===== src/rtl/frame_buffer_fetch.sv =====
// ---------------------------------------------------------------------------
// frame_buffer_fetch
//
// Turns one scan-out read request (base address + block count) into a burst
// of single-beat DDR app read commands and gathers the returned beats into
// one wide cache block. The block is handed back with a one-cycle Valid
// pulse.
//
// Ports
//   clk, resetn          clock (rising edge), asynchronous active-low reset
//   mem_request          ReadStrobe / ReadAddress / BlockCount from reader
//   read_data            Valid pulse, echoed ReadAddress, gathered Data
//   app_addr/app_cmd/app_en/app_rdy
//                        DDR app command channel (reads only)
//   app_rd_data/app_rd_data_valid
//                        DDR app read-return channel, in command order
//   busy                 high whenever the fetch FSM is not idle
//
// The request/response structs live in frame_buffer_fetch_pkg. Their field
// widths are fixed by the package, so the module parameters must keep
// ADDR_WIDTH == FB_ADDR_W and MAX_BEATS*APP_DATA_WIDTH == FB_DATA_W.
// ---------------------------------------------------------------------------

package frame_buffer_fetch_pkg;
    localparam int FB_ADDR_W  = 28;
    localparam int FB_DATA_W  = 512;   // MAX_BEATS * APP_DATA_WIDTH
    localparam int FB_COUNT_W = 8;

    typedef struct packed {
        logic                  ReadStrobe;
        logic [FB_ADDR_W-1:0]  ReadAddress;
        logic [FB_COUNT_W-1:0] BlockCount;
    } MemoryReadRequest;

    typedef struct packed {
        logic                  Valid;
        logic [FB_ADDR_W-1:0]  ReadAddress;
        logic [FB_DATA_W-1:0]  Data;
    } MemoryReadData;
endpackage

// ---------------------------------------------------------------------------
// fb_beat_slot: one beat-wide storage lane of the gather buffer.
//   clr  wipes the lane when a new request is loaded
//   we   captures d (only the lane addressed by the receive counter)
// ---------------------------------------------------------------------------
module fb_beat_slot #(
    parameter int W = 128
) (
    input  logic         clk,
    input  logic         resetn,
    input  logic         clr,
    input  logic         we,
    input  logic [W-1:0] d,
    output logic [W-1:0] q
);
    always_ff @(posedge clk or negedge resetn) begin
        if (!resetn)  q <= '0;
        else if (clr) q <= '0;
        else if (we)  q <= d;
    end
endmodule

module frame_buffer_fetch
    import frame_buffer_fetch_pkg::*;
#(
    parameter int ADDR_WIDTH     = 28,
    parameter int APP_DATA_WIDTH = 128,
    parameter int DQ_WIDTH       = 16,
    parameter int MAX_BEATS      = 4
) (
    input  logic                      clk,
    input  logic                      resetn,
    input  MemoryReadRequest          mem_request,
    output MemoryReadData             read_data,
    output logic [ADDR_WIDTH-1:0]     app_addr,
    output logic [2:0]                app_cmd,
    output logic                      app_en,
    input  logic                      app_rdy,
    input  logic [APP_DATA_WIDTH-1:0] app_rd_data,
    input  logic                      app_rd_data_valid,
    output logic                      busy
);
    localparam int STRIDE = APP_DATA_WIDTH / DQ_WIDTH;
    localparam int CW     = $clog2(MAX_BEATS + 1);

    typedef enum logic [1:0] {IDLE, ISSUE, COLLECT, DONE} state_t;

    state_t                  state;
    logic [ADDR_WIDTH-1:0]   base_addr;
    logic [CW-1:0]           beats;
    logic [CW-1:0]           issued;
    logic [CW-1:0]           received;
    logic                    pend_vld;
    logic [ADDR_WIDTH-1:0]   pend_addr;
    logic [CW-1:0]           pend_beats;

    // Clamp the requested block count to what one cache block can hold.
    function automatic logic [CW-1:0] clip_beats(input logic [FB_COUNT_W-1:0] c);
        if (c > FB_COUNT_W'(MAX_BEATS)) return CW'(MAX_BEATS);
        return CW'(c);
    endfunction

    // -----------------------------------------------------------------------
    // Handshake decode
    // -----------------------------------------------------------------------
    logic                  strobe_ok;
    logic                  cmd_acc;
    logic                  beat_acc;
    logic [CW-1:0]         issued_nx;
    logic [CW-1:0]         received_nx;
    logic                  going_done;
    logic                  load;
    logic [ADDR_WIDTH-1:0] load_addr;
    logic [CW-1:0]         load_beats;

    assign strobe_ok = mem_request.ReadStrobe && (mem_request.BlockCount != '0);
    assign cmd_acc   = (state == ISSUE) && app_rdy;
    // Beats outside ISSUE/COLLECT, or past the expected count, are dropped.
    assign beat_acc  = ((state == ISSUE) || (state == COLLECT)) &&
                       app_rd_data_valid && (received < beats);

    assign issued_nx   = issued   + CW'(cmd_acc);
    assign received_nx = received + CW'(beat_acc);

    // A command can be the last one while every beat is already in
    // (only possible when the DDR returns in the same cycle), so DONE is
    // reachable straight from ISSUE.
    assign going_done = ((state == ISSUE) && cmd_acc && (issued_nx == beats) &&
                         (received_nx == beats)) ||
                        ((state == COLLECT) && (received_nx == beats));

    // New request load: a fresh strobe in IDLE, or on leaving DONE. In DONE a
    // same-cycle strobe is newer than anything pending, so it wins.
    always_comb begin
        load       = 1'b0;
        load_addr  = mem_request.ReadAddress;
        load_beats = clip_beats(mem_request.BlockCount);
        if (state == IDLE) begin
            load = strobe_ok;
        end else if (state == DONE) begin
            if (strobe_ok) begin
                load = 1'b1;
            end else if (pend_vld) begin
                load       = 1'b1;
                load_addr  = pend_addr;
                load_beats = pend_beats;
            end
        end
    end

    // -----------------------------------------------------------------------
    // Gather buffer: one lane per beat. slot_nx folds in a beat landing this
    // cycle so the final beat is visible when Data is published.
    // -----------------------------------------------------------------------
    logic [MAX_BEATS-1:0][APP_DATA_WIDTH-1:0] slot_q;
    logic [MAX_BEATS-1:0][APP_DATA_WIDTH-1:0] slot_nx;
    logic [MAX_BEATS-1:0]                     slot_we;

    for (genvar i = 0; i < MAX_BEATS; i++) begin : g_slot
        assign slot_we[i] = beat_acc && (received == CW'(i));
        assign slot_nx[i] = slot_we[i] ? app_rd_data : slot_q[i];

        fb_beat_slot #(.W(APP_DATA_WIDTH)) u_slot (
            .clk    (clk),
            .resetn (resetn),
            .clr    (load),
            .we     (slot_we[i]),
            .d      (app_rd_data),
            .q      (slot_q[i])
        );
    end

    // -----------------------------------------------------------------------
    // Fetch FSM
    // -----------------------------------------------------------------------
    always_ff @(posedge clk or negedge resetn) begin
        if (!resetn) begin
            state      <= IDLE;
            base_addr  <= '0;
            beats      <= '0;
            issued     <= '0;
            received   <= '0;
            pend_vld   <= 1'b0;
            pend_addr  <= '0;
            pend_beats <= '0;
            read_data  <= '0;
        end else begin
            read_data.Valid <= going_done;
            if (going_done) begin
                read_data.ReadAddress <= base_addr;
                read_data.Data        <= slot_nx;
            end

            // Strobes seen mid-transaction park here; newest one wins.
            if (strobe_ok && (state == ISSUE || state == COLLECT)) begin
                pend_vld   <= 1'b1;
                pend_addr  <= mem_request.ReadAddress;
                pend_beats <= clip_beats(mem_request.BlockCount);
            end

            if (load) begin
                base_addr <= load_addr;
                beats     <= load_beats;
                issued    <= '0;
                received  <= '0;
            end else begin
                issued    <= issued_nx;
                received  <= received_nx;
            end

            case (state)
                IDLE: begin
                    if (load) state <= ISSUE;
                end
                ISSUE: begin
                    if (cmd_acc && (issued_nx == beats))
                        state <= going_done ? DONE : COLLECT;
                end
                COLLECT: begin
                    if (going_done) state <= DONE;
                end
                DONE: begin
                    // Whatever was pending has been consumed or superseded.
                    pend_vld <= 1'b0;
                    state    <= load ? ISSUE : IDLE;
                end
                default: state <= IDLE;
            endcase
        end
    end

    // Outputs decode straight from registered state/counters.
    assign app_en   = (state == ISSUE);
    assign app_cmd  = 3'b001;
    assign app_addr = base_addr + ADDR_WIDTH'(issued) * ADDR_WIDTH'(STRIDE);
    assign busy     = (state != IDLE);

endmodule


===== config.mk =====
export PLATFORM = sky130hd
export DESIGN_NAME = frame_buffer_fetch
export DESIGN_NICKNAME = d
export VERILOG_FILES = /design/src/rtl/frame_buffer_fetch.sv
export SDC_FILE = /design/constraint.sdc
export NUM_CORES = 2
export LEC_CHECK = 0
export CORE_ASPECT_RATIO = 2
export CORE_MARGIN = 4
export CORE_UTILIZATION = 40
export CTS_CLUSTER_DIAMETER = 150
export DETAILED_ROUTE_END_ITERATION = 10
export PLACE_DENSITY_LB_ADDON = 0.08
export SLEW_MARGIN = 10
export SYNTH_ARGS = -nofsm -noshare
export SYNTH_HDL_FRONTEND = slang
export SYNTH_HIERARCHICAL = 1
export SYNTH_SLANG_ARGS = --single-unit

===== constraint.sdc =====
create_clock -name clk -period 9.2 [get_ports clk]
set_clock_uncertainty 0.2 [all_clocks]
set_input_delay 1.84 -clock clk [delete_from_list [all_inputs] [get_ports clk]]
set_output_delay 1.84 -clock clk [all_outputs]
set_load 0.05 [all_outputs]

==> out/results.txt <==
full die area = 131000 um2
Clock Path Buffers = 3
ordered cell list for the critical path = ha_1, inv_1, fa_1, nand2b_1, a21oi_1, and2_1, nand4_1, xnor2_1, clkdlybuf4s50_1
share of post-route cells with drive strength above 1 = 6.16%
count of distinct cell types in the synthesized netlist = 51
HPWL after detailed placement = 98.5 mm
actual transition at the worst max-transition pin = 1.13 ns
number of max-cap violations = 0
total power after layout = 0.0235 W
hold path depth = 2
Avg Inst Size Synth = 11.6 um2
cell count after synthesis = 4291
stages on the worst setup path = 9
width of the die = 258 um
critical path launch point type = flop
top cell type by total area after synthesis = sky130_fd_sc_hd__dfrtp_1
Final #Nets = 5065
Leak Pwr = 29.3 nW
minimum clock period = 5.75 ns
proportion of register bits with asynchronous set or reset after synthesis = 100%
r2r worst-path depth = 13
Clock Root Buffer = sky130_fd_sc_hd__clkbuf_16
number of DRC violations after detailed-routing iteration 0 = 2031
final setup violation count = 0
setup repair after global routing missed its margin = false
cells resized by post-CTS repair = 0
first-pass GRT wire length = 228 mm
initial standard-cell utilization of the core = 40.2%
status = complete, no violations
Crit path max-delay family = buffers and inverters
total CTS buffers = 104
required time of the worst setup path = 7.16 ns
total via count in the routed design = 33400
Final Wtd Congestion = 0.812
cell area power density = 387 nW/um2
Post-CTS Repair Setup Buffers = 0
fraction of the mapped netlist area in simple logic gates = 8.70%
peak clock frequency supported by timing = 0.174 GHz
TritonCTS clock tree = yes
number of global-route vias before repair = 34600
Synth Area in XOR/XNOR = 0.602%
CP Max Fanout = 4
register area share after synthesis = 56.4%
clk slew on worst S/H paths = 0.07 ns
leading cell types by total area after synthesis = sky130_fd_sc_hd__dfrtp_1 (56%), sky130_fd_sc_hd__mux2i_1 (21%), sky130_fd_sc_hd__nor2_1 (8.0%)
Routed WL per cell = 22.7 um
Setup crit end kind = primary output
total iterations of the first detailed-routing run = 7
Boundary Pins = 743
wire length reported by the detailed router = 151 mm
critical path class = reg2out
master of the slowest instance on the critical path = sky130_fd_sc_hd__clkdlybuf4s50_1
Die Ht = 507 um
Slew Viols, Final = 0
Rel. slew slack = 24.6%
grt total ovfl = 0
part of the cycle the worst path needs = 62.5%
CP peak stage delay = 0.82 ns
hold crit path type = reg2reg
global routing usage summed across all routing layers = 22.7%
Yosys top cell area share = 56.4%
dominant synthesized flop cell = sky130_fd_sc_hd__dfrtp_1
maximum ir drop on the vdd rail = 0.294 mV
EDFF count, synth = 0
multiplexer share of the synthesized area = 22.4%
Hold WS = 0.285 ns
largest net degree at the start of global routing = 195
post-layout utilization of the core = 49.0%
largest family of logic cells by synthesized area = multiplexers
flip-flop and latch count after synthesis = 1124
Synth Area in Adders = 0.366%
cell row count = 183
commonest non-fill, non-tap cells in the layout = sky130_fd_sc_hd__dfrtp_1 (1124), sky130_fd_sc_hd__nor2_1 (1064), sky130_fd_sc_hd__mux2i_1 (1053)
Layout area overhead = 22.0%
antenna-violating nets left = 0
commonest non-fill, non-tap cell in the layout = sky130_fd_sc_hd__dfrtp_1
clk sink count = 1124
insertion delay of the later-clocked pin in the worst-skew pair = 0.69 ns
vias per std cell = 5.03
number of hold buffers added after cts = 0
area of the core region = 124000 um2
number of input and output port buffers inserted = 739
Synth Area in Compound Gates = 5.82%
WP buf/inv = 2
Synth Warn # = 6
total number of H-tree levels = 3
total negative slack for setup checks = 0 ns
data arrival time at the worst-slack endpoint = 3.71 ns
area of the mapped netlist = 49900 um2
final routed DRC violation total = 0
final hold viol count = 0
initial antenna violation count = 14
[per-layer routing]
| metal | wire length, um | global-route usage (%) | share of wire (%) |
|---|---|---|---|
| met1 | 61000 | 27.8 | 40 |
| met2 | 74000 | 38.3 | 49 |
| met3 | 12100 | 7.66 | 8.0 |
| met4 | 3510 | 6.15 | 2.3 |
| met5 | 100 | 0 | 0.066 |
[through the flow]
stage | setup WS [ns] | instances | cell area [um2]
global placement | 3.46 | 6441 | 57200
floorplan | 4.58 | 4292 | 49900
CTS | 3.35 | 6634 | 60800
global route | 3.30 | 6637 | 60800
finish | 3.45 | 6640 | 60800
detailed placement | 3.35 | 6441 | 57200
[path summary, 6_finish.rpt]
path,start,slack [ns],to
setup reg to reg,beats[1],4.25,read_data[66]
max in group asynchronous,resetn,5.87,read_data[252]
setup / recovery,issued[0],3.45,app_addr[13]
min in group asynchronous,resetn,0.92,read_data[77]
hold reg to reg,pend_beats[1],0.29,pend_beats[1]
hold / removal,pend_beats[1],0.29,pend_beats[1]
[state kept, by name (all words and copies together) (netlist names)]
register,cells
beats,3
read_data,541
base_addr,28
pend_vld,1
pend_addr,28
state,2
g_slot.u_slot/q,512
pend_beats,3
received,3
issued,3
[tightest hold or removal path: stages (launching register included)]
cell                      delay (ns)
sky130_fd_sc_hd__dfrtp_1        0.34
sky130_fd_sc_hd__nand2_1        0.05
sky130_fd_sc_hd__o21ai_0        0.06
[cell families (layout without fill, tap and decap cells)]
family / count (synthesis) / in the layout
other cells: 2 / 9
simple gates: 1123 / 1123
flops: 1124 / 1124
mux: 1110 / 1110
compound gates: 565 / 565
xor+xnor: 31 / 31
fa+ha+maj: 14 / 14
buf+inv: 322 / 999
[power breakdown]
| part | internal (W) | switching [W] | leakage [nW] |
|---|---|---|---|
| combinational | 0.00374 | 0.00739 | 12.5 |
| sequential | 0.00671 | 0.00112 | 15.1 |
| clock | 0.00257 | 0.00198 | 1.75 |
| total | 0.0130 | 0.0105 | 29.3 |
[final cells by class]
type / instances / area, um2
Fill cell: 11600 / 63300
Sequential cell: 1124 / 28100
Multi-Input combinational cell: 2846 / 19000
Timing Repair Buffer: 788 / 7960
Clock buffer: 152 / 3080
Tap cell: 1665 / 2080
Clock inverter: 41 / 467
Inverter: 18 / 97.6
Antenna cell: 6 / 15.0
[synthesized netlist by cell type, types with 4 or more instances]
cell type / n
sky130_fd_sc_hd__mux2_2: 57
sky130_fd_sc_hd__buf_12: 53
sky130_fd_sc_hd__a21oi_1: 534
sky130_fd_sc_hd__dfrtp_1: 1124
sky130_fd_sc_hd__nand3_1: 6
sky130_fd_sc_hd__nor2_1: 1064
sky130_fd_sc_hd__buf_6: 35
sky130_fd_sc_hd__buf_4: 72
sky130_fd_sc_hd__nand2_1: 17
sky130_fd_sc_hd__o21ai_1: 4
sky130_fd_sc_hd__mux2i_1: 1053
sky130_fd_sc_hd__and3_1: 5
sky130_fd_sc_hd__ha_1: 13
sky130_fd_sc_hd__buf_2: 78
sky130_fd_sc_hd__xnor2_1: 19
sky130_fd_sc_hd__buf_8: 10
sky130_fd_sc_hd__o21ai_0: 6
sky130_fd_sc_hd__a21oi_2: 10
sky130_fd_sc_hd__nand4_1: 5
sky130_fd_sc_hd__xor2_1: 10
sky130_fd_sc_hd__inv_1: 17
sky130_fd_sc_hd__nor2b_1: 5
sky130_fd_sc_hd__clkbuf_1: 56
(Power assumes the default switching activity.)
